### config.mk
export PLATFORM = sky130hd
export DESIGN_NAME = adc_config_loader_flat
export DESIGN_NICKNAME = d
export VERILOG_FILES = /design/src/rtl/adc_cfg_pkg.sv /design/src/rtl/adc_config_loader_if.sv /design/src/rtl/cdc_sync.sv /design/src/rtl/adc_config_loader.sv /design/src/flat_wrapper.sv
export SDC_FILE = /design/constraint.sdc
export NUM_CORES = 2
export LEC_CHECK = 0
export CORE_AREA = 10 10 520 522
export CTS_BUF_LIST = sky130_fd_sc_hd__clkbuf_8
export CTS_CLUSTER_DIAMETER = 120
export DETAILED_ROUTE_END_ITERATION = 7
export DIE_AREA = 0 0 530 532
export GPL_TIMING_DRIVEN = 1
export PLACE_DENSITY_LB_ADDON = 0.12
export SETUP_SLACK_MARGIN = 0.5
export SLEW_MARGIN = 20
export SYNTH_ARGS = -nofsm -noshare
export SYNTH_HDL_FRONTEND = slang
export SYNTH_SLANG_ARGS = --single-unit
export TNS_END_PERCENT = 100
### constraint.sdc
create_clock -name clk -period 59.8 [get_ports clk]
set_clock_uncertainty 0.2 [all_clocks]
set_input_delay 11.96 -clock clk [delete_from_list [all_inputs] [get_ports clk]]
set_output_delay 11.96 -clock clk [all_outputs]
set_load 0.005 [all_outputs]
### src/rtl/adc_cfg_pkg.sv
// Shared constants, FSM state type and slice helper for the ADC configuration loader.
package adc_cfg_pkg;

    localparam int unsigned N_ADC    = 16;
    localparam int unsigned CFG_W    = 71;
    localparam int unsigned REG_W    = 1280;
    localparam int unsigned MASK_LSB = 1136;

    typedef enum logic [2:0] {
        ST_IDLE,
        ST_CAPTURE,
        ST_SCAN,
        ST_ISSUE,
        ST_DONE
    } load_state_e;

    // Bit offset of ADC n's configuration word inside the SPI register.
    function automatic int unsigned slice_off(input int unsigned n);
        return n * CFG_W;
    endfunction

endpackage

### src/rtl/adc_config_loader_if.sv
// Configuration delivery channel from the loader to the ADC array (valid/ready).
interface adc_config_loader_if;
    import adc_cfg_pkg::*;

    logic [CFG_W-1:0] cfg_data;
    logic [3:0]       cfg_adc;
    logic             cfg_valid;
    logic             cfg_ready;

    modport master (
        output cfg_data,
        output cfg_adc,
        output cfg_valid,
        input  cfg_ready
    );

    modport slave (
        input  cfg_data,
        input  cfg_adc,
        input  cfg_valid,
        output cfg_ready
    );

endinterface

### src/rtl/cdc_sync.sv
// Parameterized-depth single-bit synchronizer with a selectable reset value.
module cdc_sync #(
    parameter int unsigned DEPTH     = 2,
    parameter logic        RESET_VAL = 1'b0
) (
    input  logic clk,
    input  logic rst,
    input  logic d,
    output logic q
);

    logic [DEPTH-1:0] sr;

    always_ff @(posedge clk or posedge rst) begin
        if (rst) begin
            sr <= {DEPTH{RESET_VAL}};
        end else begin
            sr[0] <= d;
            for (int unsigned i = 1; i < DEPTH; i++) begin
                sr[i] <= sr[i-1];
            end
        end
    end

    assign q = sr[DEPTH-1];

endmodule

### src/rtl/adc_config_loader.sv
// Snapshots the SPI configuration register when chip select deasserts and
// delivers each enabled ADC's configuration word over a valid/ready channel.
module adc_config_loader #(
    parameter int unsigned N_ADC       = adc_cfg_pkg::N_ADC,
    parameter int unsigned CFG_W       = adc_cfg_pkg::CFG_W,
    parameter int unsigned REG_W       = adc_cfg_pkg::REG_W,
    parameter int unsigned SYNC_STAGES = 2
) (
    input  logic                       clk,
    input  logic                       rst,
    input  logic                       spi_cs_b,
    input  logic [REG_W-1:0]           spi_bits,
    adc_config_loader_if.master        cfg,
    output logic                       busy,
    output logic                       load_done,
    output logic [4:0]                 load_count
);
    import adc_cfg_pkg::*;

    localparam int unsigned SHADOW_W = MASK_LSB + N_ADC;

    logic cs_sync;
    logic cs_hist;
    logic cs_rise;

    cdc_sync #(
        .DEPTH     (SYNC_STAGES),
        .RESET_VAL (1'b1)
    ) u_cs_sync (
        .clk (clk),
        .rst (rst),
        .d   (spi_cs_b),
        .q   (cs_sync)
    );

    always_ff @(posedge clk or posedge rst) begin
        if (rst) cs_hist <= 1'b1;
        else     cs_hist <= cs_sync;
    end

    assign cs_rise = cs_sync & ~cs_hist;

    load_state_e           state;
    load_state_e           state_n;
    logic [SHADOW_W-1:0]   shadow;
    logic [3:0]            idx;
    logic [4:0]            cnt;
    logic [4:0]            last_cnt;
    logic                  pending;
    logic [N_ADC-1:0]      mask;
    logic                  last_idx;
    logic [CFG_W-1:0]      word [N_ADC];

    // Spare register bits above the enable mask are never consumed.
    logic spare_unused;
    assign spare_unused = ^spi_bits[REG_W-1:SHADOW_W];

    assign mask     = shadow[MASK_LSB +: N_ADC];
    assign last_idx = (idx == 4'(N_ADC - 1));

    for (genvar g = 0; g < N_ADC; g++) begin : g_word
        assign word[g] = shadow[slice_off(g) +: CFG_W];
    end

    always_ff @(posedge clk or posedge rst) begin
        if (rst) state <= ST_IDLE;
        else     state <= state_n;
    end

    always_comb begin
        state_n       = state;
        cfg.cfg_valid = 1'b0;
        cfg.cfg_adc   = '0;
        cfg.cfg_data  = '0;
        load_done     = 1'b0;
        load_count    = last_cnt;
        busy          = (state != ST_IDLE);
        case (state)
            ST_IDLE: begin
                if (cs_rise) state_n = ST_CAPTURE;
            end
            ST_CAPTURE: begin
                state_n = ST_SCAN;
            end
            ST_SCAN: begin
                if (mask[idx])     state_n = ST_ISSUE;
                else if (last_idx) state_n = ST_DONE;
            end
            ST_ISSUE: begin
                cfg.cfg_valid = 1'b1;
                cfg.cfg_adc   = idx;
                cfg.cfg_data  = word[idx];
                if (cfg.cfg_ready) state_n = last_idx ? ST_DONE : ST_SCAN;
            end
            ST_DONE: begin
                load_done  = 1'b1;
                load_count = cnt;
                state_n    = pending ? ST_CAPTURE : ST_IDLE;
            end
            default: state_n = ST_IDLE;
        endcase
    end

    always_ff @(posedge clk or posedge rst) begin
        if (rst) begin
            shadow   <= '0;
            idx      <= '0;
            cnt      <= '0;
            last_cnt <= '0;
        end else begin
            case (state)
                ST_CAPTURE: begin
                    shadow <= spi_bits[SHADOW_W-1:0];
                    idx    <= '0;
                    cnt    <= '0;
                end
                ST_SCAN: begin
                    if (!mask[idx] && !last_idx) idx <= idx + 4'd1;
                end
                ST_ISSUE: begin
                    if (cfg.cfg_ready) begin
                        cnt <= cnt + 5'd1;
                        if (!last_idx) idx <= idx + 4'd1;
                    end
                end
                ST_DONE: begin
                    last_cnt <= cnt;
                end
                default: ;
            endcase
        end
    end

    // Leaving DONE with pending set goes straight to CAPTURE, which already
    // samples the newest register contents, so a coincident edge is absorbed.
    always_ff @(posedge clk or posedge rst) begin
        if (rst) begin
            pending <= 1'b0;
        end else if (state == ST_DONE) begin
            pending <= pending ? 1'b0 : cs_rise;
        end else if (state != ST_IDLE && cs_rise) begin
            pending <= 1'b1;
        end
    end

endmodule
### src/flat_wrapper.sv
// flat-port wrapper written by rule: the top's interface ports become plain ports
module adc_config_loader_flat import adc_cfg_pkg::*;
#(
    parameter int unsigned N_ADC       = adc_cfg_pkg::N_ADC,
    parameter int unsigned CFG_W       = adc_cfg_pkg::CFG_W,
    parameter int unsigned REG_W       = adc_cfg_pkg::REG_W,
    parameter int unsigned SYNC_STAGES = 2
)
  (clk, rst, spi_cs_b, spi_bits, busy, load_done, load_count, cfg_cfg_data, cfg_cfg_adc, cfg_cfg_valid, cfg_cfg_ready);
  adc_config_loader_if cfg_i ();
  input  logic clk;
  input  logic rst;
  input  logic spi_cs_b;
  input  logic [REG_W-1:0] spi_bits;
  output logic busy;
  output logic load_done;
  output logic [4:0] load_count;
  output wire logic [$bits(cfg_i.cfg_data)-1:0] cfg_cfg_data;
  output wire logic [$bits(cfg_i.cfg_adc)-1:0] cfg_cfg_adc;
  output wire logic [$bits(cfg_i.cfg_valid)-1:0] cfg_cfg_valid;
  input wire logic [$bits(cfg_i.cfg_ready)-1:0] cfg_cfg_ready;
  assign cfg_cfg_data = cfg_i.cfg_data;
  assign cfg_cfg_adc = cfg_i.cfg_adc;
  assign cfg_cfg_valid = cfg_i.cfg_valid;
  assign cfg_i.cfg_ready = cfg_cfg_ready;
  adc_config_loader #(.N_ADC(N_ADC), .CFG_W(CFG_W), .REG_W(REG_W), .SYNC_STAGES(SYNC_STAGES)) u_core (.clk(clk), .rst(rst), .spi_cs_b(spi_cs_b), .spi_bits(spi_bits), .cfg(cfg_i), .busy(busy), .load_done(load_done), .load_count(load_count));
endmodule
==> impl_metrics.csv <==
group,metric,value,unit
critical_path,required,47640,ps
global_route,grt-ovfl-total,0,
logic_synthesis,ys_seq_elements,1173,
timing,relSlewSlack,23.3,%
logic_synthesis,synthAdderAreaFrac,0.0476,%
logic_synthesis,synthSimpleGateAreaFrac,1.27,%
timing,period_needed,17930,ps
power_and_ir_drop,peakVddDrop,0.0352,mV
logic_synthesis,postSynthAreaPerCell,17.2,um2
cells_and_area,design_area,0.0734,mm2
timing,max_freq,0.0558,GHz
power_and_ir_drop,pwr-share-seq,38.5,%
floorplan,die_area,0.282,mm2
cts,clock-sinks,1173,
detailed_routing,dr.pass1.iters,5,
global_route,antenna_found_initial,246,
critical_path,max_stage_delay,770,ps
detailed_routing,met3_length,23500,um
cts,cts_hold_buf,0,
logic_synthesis,synth_nets,4350,
cells_and_area,nets,5639,
cts,cts-buffers-inserted,230,
cts,clk_pin_slew_worst_paths,60,ps
cts,cts_tree,"yes",
critical_path,crit-reg2reg-launch,"u_core.state[2]",
placement,dpl-instance-area,0.0685,mm2
logic_synthesis,synth_edf_count,0,
placement,dp_hpwl,170000,um
timing,fin_setup_tns,0,ps
floorplan,start_util,20.3,%
floorplan,io_pins,1367,
detailed_routing,top_layer,"met5",
floorplan,fp.coreArea,0.259,mm2
detailed_routing,drtIter0Drc,1549,
logic_synthesis,synth_top_family_by_area,"multiplexers",
global_route,grt_pass1_vias,37000,
timing,rsz0062_at_grt,"no",
cells_and_area,area_delta_synth_final,39.6,%
status,status,"completed",
timing,finalCritPeriodShare,30.0,%
critical_path,crit_arrival,5770,ps
min_path,holdPathEnd,"u_core.cs_hist",
logic_synthesis,seq_area_frac_synth,55.8,%
power_and_ir_drop,internal_power,2.49,mW
global_route,grt_pass1_wl,313000,um
timing,slew_viol_final,0,
placement,port_buffers,1238,
critical_path,cpMaxStageDelayCell,"buf_4",
detailed_routing,totalWireLength,229000,um
floorplan,die-height,532,um
floorplan,chipWidth,530,um
power_and_ir_drop,power.share.clock,22.6,%
timing,setup_violations,0,
power_and_ir_drop,p_leak,29.8,nW
logic_synthesis,synth.cell_area,0.0526,mm2
critical_path,worst-r2r-cell-count,6,
cts,cts_setup_buffers,0,
critical_path,rrSetupSlack,55280,ps
logic_synthesis,async_reset_ff_share,100,%
cts,clk_latency,960,ps
detailed_routing,wl_per_cell,28.6,um
power_and_ir_drop,power_density,49.9,mW/mm2
critical_path,crit_buf_inv,4,
critical_path,setup.worst_path.end_class,"primary output",
detailed_routing,wl_met1,88600,um
critical_path,crit_type,"reg2out",
logic_synthesis,synth_mux_area_share,40.3,%
min_path,hp-class,"reg2reg",
cells_and_area,final_common_cell,"clkdlybuf4s50_1",
cells_and_area,final_cell_mix,"clkdlybuf4s50_1, dfrtp_1, mux2_2",
cts,h-tree-depth,4,
floorplan,row_count,187,
logic_synthesis,synthDistinctLibCells,36,
detailed_routing,met2_length,108000,um
min_path,hold_depth,0,
critical_path,reg2reg_to,"u_core.shadow[174]",
logic_synthesis,yosys_most_used_dff,"dfrtp_1",
critical_path,start_kind,"register",
logic_synthesis,synth_xor_area_share,0,%
global_route,grt_max_degree,171,
power_and_ir_drop,p_comb_share,38.9,%
cts,clk_path_buf_depth,3,
power_and_ir_drop,swShare,32.0,%
timing,tightestPinTransition,1150,ps
cts,clockRootBuffer,"clkbuf_8",
power_and_ir_drop,p_sw,1.17,mW
critical_path,crit_family,"buffers and inverters",
critical_path,worstPathCellList,"buf_12 > buf_4 > buf_4 > mux4_2 > mux4_2 > and2_1 > clkdlybuf4s50_1",
global_route,track_usage,15.7,%
detailed_routing,ant_nets,0,
detailed_routing,drcViolationCount,0,
timing,hold_violations,0,
placement,gp_congestion,0.787,
detailed_routing,vias,33700,
cells_and_area,utilization,28.3,%
logic_synthesis,yosysWarningCount,0,
critical_path,path_max_fanout,90,
min_path,hold_start,"u_core.u_cs_sync.sr[1]",
cells_and_area,drive_above_1_share,41.8,%
flow_run,cap_viol_max_count,0,
logic_synthesis,synth_compound_area_share,0.288,%
logic_synthesis,syn_inst,3064,
cts,cts-resized-gates,0,
power_and_ir_drop,design_power_total,3.66,mW
detailed_routing,vias_per_cell,4.21,
## synth_stat cells (all sizes together), types with 3 or more instances
library cell | number | area share (%)
a21oi | 3 | 0.029
a31oi | 4 | 0.048
and2 | 72 | 0.86
and3 | 4 | 0.048
buf | 168 | 1.8
clkbuf | 54 | 0.39
dfrtp | 1170 | 56
dfstp | 3 | 0.15
inv | 5 | 0.036
mux2 | 1161 | 25
mux4 | 359 | 15
nand2 | 13 | 0.093
nand2b | 3 | 0.036
nand3 | 4 | 0.038
nor2 | 13 | 0.093
o21ai | 4 | 0.038
## logic make-up after synthesis
| family | after synthesis |
|---|---|
| AOI/OAI and AO/OA | 22 |
| adders and majority gates | 2 |
| buffers and inverters | 227 |
| DFF | 1173 |
| muxes | 1522 |
| and+or+nand+nor | 118 |
## worst reg2reg max path, stage by stage (launching register included)
cell,delay [ps]
dfrtp_1,430
nand2b_1,420
nor2_4,280
buf_12,630
buf_12,840
buf_4,1090
mux2_2,550
## registers in the layout (all words and copies together), names as in the netlist
name / count
u_core.cnt: 5
u_core.cs_hist: 1
u_core.idx: 4
u_core.last_cnt: 5
u_core.pending: 1
u_core.shadow: 1152
u_core.state: 3
u_core.u_cs_sync.sr: 2
## per-layer routing
metal  vias to the layer above  GRT usage (%)
met2                      1220           25.0
met3                       583           7.82
met1                     17400           18.0
met4                       198           6.13
li1                      14300              -
met5                         -              0
## power by group through the flow
| stage | clock network [mW] | registers (mW) | logic, mW |
|---|---|---|---|
| detailed placement | 0 | 1.43 | 1.47 |
| global route | 0.906 | 1.46 | 1.54 |
| CTS | 0.872 | 1.42 | 1.47 |
| floorplan | 0 | 1.30 | 1.04 |
| finish | 0.828 | 1.41 | 1.42 |
| global placement | 0 | 1.42 | 1.45 |
## area by class of cell
cell class	count	area, um2
clock buffers	287	3950
inverters	5	26.3
diodes	89	223
multi-input cells	1664	22000
fillers	26400	186000
repair buffers	1279	12900
well taps	3402	4260
flip-flops and latches	1173	29400
clock inverters	111	659
## per-stage QoR
| stage | hold WS (ps) | std cells | setup WS, ps |
|---|---|---|---|
| after floorplan | 145 | 3064 | 14600 |
| after global placement | 172 | 7522 | 41600 |
| after detailed placement | 173 | 7522 | 41610 |
| after CTS | 157 | 7920 | 41320 |
| after global routing | 182 | 7962 | 41290 |
| final | 175 | 8010 | 41870 |
## worst max path at each step
stage                              from                  to  slack (ps)  cells after the start
after floorplan                     rst       u_core.cnt[0]       14600                      1
after global placement              rst  u_core.shadow[335]       41600                      8
after detailed placement            rst  u_core.shadow[336]       41610                      8
after CTS                 u_core.idx[0]    cfg_cfg_data[34]       41320                      7
after global routing      u_core.idx[0]    cfg_cfg_data[34]       41290                      7
final                     u_core.idx[0]    cfg_cfg_data[34]       41870                      7
No activity file was read; power rests on OpenSTA's default activity.
